### config.mk
export PLATFORM = sky130hd
export DESIGN_NAME = bin_to_bcd_seq
export DESIGN_NICKNAME = d
export VERILOG_FILES = /design/src/rtl/bin_to_bcd_seq.sv
export SDC_FILE = /design/constraint.sdc
export NUM_CORES = 1
export LEC_CHECK = 0
export ABC_CLOCK_PERIOD_IN_PS = 1800
export CORE_MARGIN = 2
export CORE_UTILIZATION = 53
export CTS_BUF_LIST = sky130_fd_sc_hd__clkbuf_4
export DETAILED_ROUTE_END_ITERATION = 7
export GPL_TIMING_DRIVEN = 0
export PLACE_DENSITY = 0.78
export SETUP_SLACK_MARGIN = 0.1
export SLEW_MARGIN = 0
export SYNTH_ARGS = -nofsm -noshare
export SYNTH_HDL_FRONTEND = slang
export SYNTH_SLANG_ARGS = --single-unit
### constraint.sdc
create_clock -name Clk -period 1.8 [get_ports Clk]
set_input_delay 0.18 -clock Clk [delete_from_list [all_inputs] [get_ports Clk]]
set_output_delay 0.18 -clock Clk [all_outputs]
set_load 0.01 [all_outputs]
### src/rtl/bin_to_bcd_seq.sv
// ---------------------------------------------------------------------------
// bin_to_bcd_seq
//
// Sequential binary-to-BCD converter (shift-and-add-3 / double dabble).
// Sits after the ALU result register and feeds the 4-bit-per-digit
// seven-segment decoders. One operand bit is consumed per clock.
//
// Ports:
//   Clk       - system clock, rising edge
//   Reset_n   - asynchronous active-low reset
//   start     - conversion request, only looked at while idle
//   bin_in    - unsigned operand, captured on the accepting edge
//   busy      - high while a conversion is running
//   done      - one-cycle pulse when bcd_out/overflow have been updated
//   bcd_out   - packed BCD result, digit k in bits [4k+3:4k] (k=0 = units)
//   overflow  - last operand did not fit in DIGITS decimal digits
// ---------------------------------------------------------------------------
module bin_to_bcd_seq #(
    parameter int WIDTH  = 8,
    parameter int DIGITS = 3,
    parameter int CNT_W  = 5
) (
    input  logic                  Clk,
    input  logic                  Reset_n,
    input  logic                  start,
    input  logic [WIDTH-1:0]      bin_in,
    output logic                  busy,
    output logic                  done,
    output logic [4*DIGITS-1:0]   bcd_out,
    output logic                  overflow
);

    localparam int BW = 4 * DIGITS;

    typedef enum logic [1:0] {
        ST_IDLE,
        ST_SHIFT,
        ST_FINISH
    } state_t;

    state_t             state_q,    state_d;
    logic [WIDTH-1:0]   opnd_q,     opnd_d;
    logic [BW-1:0]      scratch_q,  scratch_d;
    logic [CNT_W-1:0]   cnt_q,      cnt_d;
    logic               ovf_acc_q,  ovf_acc_d;
    logic               busy_q,     busy_d;
    logic               done_q,     done_d;
    logic [BW-1:0]      bcd_q,      bcd_d;
    logic               overflow_q, overflow_d;

    // Add-3 correction applied to every scratch digit before the shift.
    // A digit of 5..9 becomes 8..12, so the 4-bit add never wraps.
    logic [BW-1:0] adj_digits;

    generate
        for (genvar gi = 0; gi < DIGITS; gi++) begin : g_adj
            assign adj_digits[4*gi +: 4] = (scratch_q[4*gi +: 4] >= 4'd5)
                                         ? scratch_q[4*gi +: 4] + 4'd3
                                         : scratch_q[4*gi +: 4];
        end
    endgenerate

    // The whole {digits, operand} chain moves left by one. The bit that
    // falls off the top digit means the value has outgrown DIGITS digits.
    logic [BW+WIDTH-1:0] shifted;
    logic                shift_out;

    assign shifted   = {adj_digits, opnd_q} << 1;
    assign shift_out = adj_digits[BW-1];

    // Saturation pattern shown when the operand does not fit.
    logic [BW-1:0] all_nines;

    generate
        for (genvar gi = 0; gi < DIGITS; gi++) begin : g_nines
            assign all_nines[4*gi +: 4] = 4'h9;
        end
    endgenerate

    always_comb begin
        state_d    = state_q;
        opnd_d     = opnd_q;
        scratch_d  = scratch_q;
        cnt_d      = cnt_q;
        ovf_acc_d  = ovf_acc_q;
        busy_d     = busy_q;
        done_d     = 1'b0;
        bcd_d      = bcd_q;
        overflow_d = overflow_q;

        unique case (state_q)
            ST_IDLE: begin
                if (start) begin
                    opnd_d    = bin_in;
                    scratch_d = '0;
                    cnt_d     = CNT_W'(WIDTH);
                    ovf_acc_d = 1'b0;
                    busy_d    = 1'b1;
                    state_d   = ST_SHIFT;
                end
            end

            ST_SHIFT: begin
                scratch_d = shifted[BW+WIDTH-1:WIDTH];
                opnd_d    = shifted[WIDTH-1:0];
                ovf_acc_d = ovf_acc_q | shift_out;
                cnt_d     = cnt_q - CNT_W'(1);
                if (cnt_q == CNT_W'(1)) begin
                    state_d = ST_FINISH;
                end
            end

            ST_FINISH: begin
                bcd_d      = ovf_acc_q ? all_nines : scratch_q;
                overflow_d = ovf_acc_q;
                done_d     = 1'b1;
                busy_d     = 1'b0;
                state_d    = ST_IDLE;
            end

            default: begin
                state_d = ST_IDLE;
                busy_d  = 1'b0;
            end
        endcase
    end

    always_ff @(posedge Clk or negedge Reset_n) begin
        if (!Reset_n) begin
            state_q    <= ST_IDLE;
            opnd_q     <= '0;
            scratch_q  <= '0;
            cnt_q      <= '0;
            ovf_acc_q  <= 1'b0;
            busy_q     <= 1'b0;
            done_q     <= 1'b0;
            bcd_q      <= '0;
            overflow_q <= 1'b0;
        end else begin
            state_q    <= state_d;
            opnd_q     <= opnd_d;
            scratch_q  <= scratch_d;
            cnt_q      <= cnt_d;
            ovf_acc_q  <= ovf_acc_d;
            busy_q     <= busy_d;
            done_q     <= done_d;
            bcd_q      <= bcd_d;
            overflow_q <= overflow_d;
        end
    end

    assign busy     = busy_q;
    assign done     = done_q;
    assign bcd_out  = bcd_q;
    assign overflow = overflow_q;

endmodule

==> impl_metrics.tcl, run 1 <==
set metrics [dict create \
    status "finished clean" \
    ir_worst_vdd_uv 776 \
    first_iter_violations 90 \
    nFillCells 298 \
    grt_pass1_vias 1476 \
    r2r_cells 6 \
    ys_seq_area_share_pct 53.6 \
    routed_wl_mm 3.73 \
    overflow 0 \
    fp-row-count 22 \
    place.port_buffers 25 \
    cp_slowest_cell "dfrtp_1" \
    antenna_left 0 \
    synth_mux_area_share_pct 0.561 \
    crit_fanout 5 \
    p_leak_nw 1.10 \
    synth_xor_area_share_pct 2.18 \
    num_io_pins 26 \
    clk_latency_ns 0.35 \
    ys_seq_elements 43 \
    final_core_util_pct 65.5 \
    syn_nets 225 \
    cts_buffers 5 \
    end_kind "register" \
    syn_to_final_growth_pct 19.6 \
    timing.final.crit_period_ns 1.52 \
    grt_use_total_pct 21.0 \
    rsz0062_at_grt "no" \
    syn-cell-area_um2 2010 \
    netlist_instances 206 \
    fmax_ghz 0.657 \
    grt_max_degree 33 \
    cts.path.max_buffers 2 \
    r2r_setup_slack_ns 0.28 \
    post_cts_buffers 0 \
    slew_violations 0 \
    cts.sinks 43 \
    avgRoutedWirePerCell_um 12.9 \
    synth.yosys.warnings 0 \
    p_per_area_nw_per_um2 1520 \
    place_inst 280 \
    r2r_start "scratch_q[4]$_DFFE_PN0P_" \
    setup_viol 0 \
    min_period_over_period_pct 84.5 \
    vias 1550 \
    hold_class "input pin to asynchronous set/reset pin" \
    diodes 0 \
    drt-pass1-iter-count 4 \
    criticalPathCategory "register to register" \
    synth_compound_area_share_pct 16.6 \
    routed_via_density 5.36 \
    async_reset_ff_share_pct 100 \
    relSlewSlack_pct 72.7 \
    core-area_um2 3660 \
    ff_latch_area_um2 1080 \
    slowest_delay_ns 0.44 \
    synth-simple-area-share_pct 17.7 \
    synth_edf_count 0 \
    cts_root_buf "clkbuf_4" \
    synth_top_family_by_area "simple AND/OR/NAND/NOR gates" \
    fp.dieW_um 65.5 \
    setup_tns_ns 0 \
    synth_fa_ha_area_share_pct 4.99 \
    r2r_end "scratch_q[5]$_DFFE_PN0P_" \
    synth_cell_type_count 30 \
    start_util_pct 54.8 \
    max_slew.worst_pin.slew_ns 0.409 \
    cp.arrival_ns 1.77 \
    fin_nets 259 \
    path_cells "inv_1 > ha_1 > nand2b_1 > a21oi_1 > xnor2_1 > o21ai_1" \
    finClkSkew_ns 0.0109 \
    clk_pin_slew_ns 0.12 \
    hpwl_mm 2.66 \
    grt_pass1_wl_mm 6.93 \
    gp_congestion 0.729 \
    avgSynthCellArea_um2 9.74 \
    drc 0 \
    worstPathRequired_ns 2.05 \
    ys.flop_type "dfrtp_1" \
    cts_tree "built" \
    htreeDepth 2 \
    multi_input_area_um2 843 \
    antenna_found_initial 0 \
    finalNonFillerCells 289 \
    drive_gt1_share_pct 8.30 \
    die_y_um 65.5 \
    hold_viol_final 0 \
    die_area_um2 4290 \
    start_kind "register" \
    maxCapViolCount 0 \
]
stage by stage:
step	cell area (um^2)	setup slack (ns)	power, W	hold WS [ns]
after floorplan	2010	0.484	0.00263	-0.116
after global placement	2320	-0.543	0.00311	0.467
after detailed placement	2330	0.228	0.00318	0.0790
after CTS	2400	0.283	0.00366	0.218
after global routing	2400	0.159	0.00398	0.229
final	2400	0.278	0.00364	0.220
area by class of cell:
cell class,count,area share [%]
buffer,10,2.03
clock inverter,1,0.209
sequential,43,44.9
tap,48,2.50
multi-input combinational,143,35.2
inverter,10,1.56
timing repair buffer,27,11.5
clock buffer,7,2.19
cells in the mapped netlist, types with 5 or more instances:
cell | n | area, um^2
nand2_1 | 34 | 128
nor2_1 | 6 | 22.5
nand2b_1 | 9 | 56.3
nand3_1 | 7 | 35.0
and3b_1 | 6 | 52.6
buf_2 | 9 | 45.0
dfrtp_1 | 43 | 1080
o31ai_1 | 5 | 37.5
ha_1 | 8 | 100
inv_1 | 9 | 33.8
o21ai_1 | 27 | 135
a21oi_1 | 10 | 50.1
routing by layer:
metal	vias up	track usage [%]	share of wire, %
met4	0	6.51	1.3
li1	777	-	-
met1	731	29.2	47
met5	-	0	0
met2	36	32.8	47
met3	6	5.14	4.3
cell families after synthesis:
family / Yosys count
DFF: 43
AOI/OAI and AO/OA: 57
xor gates and xnor gates: 5
and+or+nand+nor: 72
buffers and inverters: 20
muxes: 1
adders and majority gates: 8
flip-flops by register name, summed over array words and instances, names as in the netlist:
name	count
bcd_out	12
scratch_q	12
opnd_q	8
cnt_q	5
state_q	2
busy	1
done	1
overflow	1
ovf_acc_q	1
worst max path at each step:
| stage | startpoint | to | slack [ns] | cells after the start |
|---|---|---|---|---|
| floorplan | scratch_q[0]$_DFFE_PN0P_ | scratch_q[1]$_DFFE_PN0P_ | 0.48 | 6 |
| global placement | Reset_n | opnd_q[3]$_DFFE_PN0P_ | -0.54 | 1 |
| detailed placement | start | scratch_q[2]$_DFFE_PN0P_ | 0.23 | 5 |
| CTS | scratch_q[0]$_DFFE_PN0P_ | scratch_q[1]$_DFFE_PN0P_ | 0.28 | 6 |
| global route | scratch_q[4]$_DFFE_PN0P_ | scratch_q[5]$_DFFE_PN0P_ | 0.16 | 6 |
| finish | scratch_q[4]$_DFFE_PN0P_ | scratch_q[5]$_DFFE_PN0P_ | 0.28 | 6 |
critical path, delay by kind of cell, from the launching register on:
kind	cells	cell delay, ns
xor gates and xnor gates	1	0.17
and+or+nand+nor	1	0.07
DFF	1	0.44
adders and majority gates	1	0.20
buffers and inverters	1	0.12
AOI/OAI and AO/OA	2	0.41
placed cells by master, fill, tap and decap left out, drive strengths merged, types with 2 or more instances in the layout:
master	count
nor2b	3
buf	11
xor2	2
nand2	34
o21ai	31
inv	10
o311ai	4
nor2	6
clkbuf	8
xnor2	3
and3b	6
clkdlybuf4s50	24
ha	8
nand3	7
a22o	2
nand2b	9
o31ai	5
dfrtp	43
nor3	4
a21oi	10
what timing repair did:
action	in CTS	in global routing
hold buffers	1	0
endpoints found under the hold margin	43	0
resized for setup	0	0
power breakdown:
group          switching, W  internal, W  total, W
Combinational      0.000806     0.000711   0.00152
Sequential         0.000311      0.00132   0.00164
Clock              0.000301     0.000183  0.000483
Total               0.00142      0.00222   0.00364
No activity file was read; power rests on OpenSTA's default activity.
==> run 2: changes to the inputs <==
- ABC_CLOCK_PERIOD_IN_PS: 1800 -> 1300
- CORE_UTILIZATION: 53 -> 51
- PLACE_DENSITY: 0.78 -> 0.79
- clock period: 1.8 -> 1.3 ns (I/O delays scaled with it)
==> impl_metrics.tcl, run 2 (same netlist as run 1, synthesis figures left out) <==
set metrics [dict create \
    status "finished, violations left" \
    violations "negative setup slack" \
    start_kind "register" \
    setup_ws_ns -0.0377 \
    nFillCells 221 \
    ir_worst_vdd_uv 1360 \
    final_core_util_pct 81.5 \
    syn_to_final_growth_pct 51.0 \
    grt_max_degree 29 \
    finClkSkew_ns 0.0131 \
    grt_pass1_vias 1583 \
    cts.path.max_buffers 2 \
    clk_latency_ns 0.36 \
    fp-row-count 22 \
    finish.instance_area_um2 3030 \
    min_period_over_period_pct 103 \
    grt_pass1_wl_mm 7.37 \
    r2r_setup_slack_ns -0.04 \
    p_per_area_nw_per_um2 2210 \
    mostFrequentLayoutCell "dfrtp_1" \
    fin_nets 295 \
    vias 1774 \
    criticalPathCategory "register to register" \
    crit_fanout 4 \
    r2r_start "scratch_q[4]$_DFFE_PN0P_" \
    relSlewSlack_pct 72.0 \
    cts_buffers 5 \
    antenna_left 0 \
    r2r_end "scratch_q[5]$_DFFE_PN0P_" \
    drc 0 \
    p_leak_nw 1.39 \
    avgRoutedWirePerCell_um 15.8 \
    power_w 0.00671 \
    first_iter_violations 115 \
    diodes 0 \
    layout_common_cells "dfrtp_1, buf_4, nand2_1" \
    hpwl_mm 2.87 \
    cts_root_buf "clkbuf_4" \
    overflow 0 \
    slew_violations 0 \
    maxCapViolCount 0 \
    place_area_um2 2390 \
    drive_gt1_share_pct 40.4 \
    antenna_found_initial 0 \
    die_area_um2 4450 \
    start_util_pct 54.0 \
    worstPathRequired_ns 1.56 \
    end_kind "register" \
    rsz0062_at_grt "yes" \
    setup_viol 3 \
    hold_class "input pin to asynchronous set/reset pin" \
    clk_pin_slew_ns 0.13 \
    fmax_ghz 0.748 \
    timing.final.crit_period_ns 1.34 \
    setup_tns_ns -0.0497 \
    fp.dieW_um 66.7 \
    max_slew.worst_pin.slew_ns 0.420 \
    cts.sinks 43 \
    drt-pass1-iter-count 4 \
    num_io_pins 26 \
    place.port_buffers 25 \
    r2r_cells 5 \
    gp_congestion 0.720 \
    cp.arrival_ns 1.59 \
    hold_viol_final 0 \
    die_y_um 66.7 \
    routed_via_density 5.46 \
    grt_use_total_pct 22.5 \
    htreeDepth 2 \
    routed_wl_mm 5.13 \
    core-area_um2 3720 \
    cts_tree "built" \
]
[run 2: layout make-up]
class                           instances  area [um^2]  area share, %
Tap cell                               48         60.1           1.98
Clock buffer                            5         37.5           1.24
Inverter                               10         37.5           1.24
Sequential cell                        43         1080           35.7
Buffer                                  9         86.3           2.85
Clock inverter                          3         15.0          0.496
Timing Repair Buffer                   64          579           19.1
Multi-Input combinational cell        143         1130           37.4
[run 2: where the power goes]
group | internal [W] | leakage, nW | switching (W) | total [W]
Clock | 0.000202 | 0.0347 | 0.000435 | 0.000636
Sequential | 0.00184 | 0.552 | 0.000558 | 0.00240
Combinational | 0.00197 | 0.808 | 0.00171 | 0.00367
Total | 0.00401 | 1.39 | 0.00270 | 0.00671
[run 2: stage by stage]
step	instances	worst slack, ns	hold slack, ns
6_report	325	-0.0377	0.199
5_1_grt	325	-0.127	0.242
4_1_cts	302	0.0265	0.195
3_5_place_dp	280	-0.250	0.0742
3_3_place_gp	279	-1.00	0.466
2_1_floorplan	206	0.0817	-0.166
[run 2: worst max path at each step]
stage	from	to	cells past startpoint	slack [ns]
global placement	Reset_n	opnd_q[4]$_DFFE_PN0P_	1	-1.00
CTS	cnt_q[0]$_DFFE_PN0P_	cnt_q[4]$_DFFE_PN0P_	5	0.03
global route	scratch_q[4]$_DFFE_PN0P_	scratch_q[5]$_DFFE_PN0P_	6	-0.13
floorplan	scratch_q[1]$_DFFE_PN0P_	scratch_q[1]$_DFFE_PN0P_	6	0.08
finish	scratch_q[4]$_DFFE_PN0P_	scratch_q[5]$_DFFE_PN0P_	5	-0.04
detailed placement	start	cnt_q[4]$_DFFE_PN0P_	5	-0.25
[run 2: what timing repair did]
action                                 CTS  global route
cloned                                   0             3
pin swaps                                9            22
hold buffers                             1             0
setup buffers                           13            21
endpoints found under the hold margin   23             0
resized for setup                       30            79
setup endpoints to repair               53            51
[run 2: worst max-delay path, cell delays in order (launching register included)]
cell,delay [ns]
dfrtp_2,0.48
ha_4,0.17
nand2b_4,0.14
a21oi_4,0.21
xnor2_1,0.17
o21ai_1,0.08
[run 2: routing by layer]
layer	vias to the layer above	global-route usage, %	routed length (um)
met5	-	0	0
met3	14	5.07	209
met1	852	27.4	2110
met2	57	38.1	2680
met4	0	9.44	128
li1	851	-	-
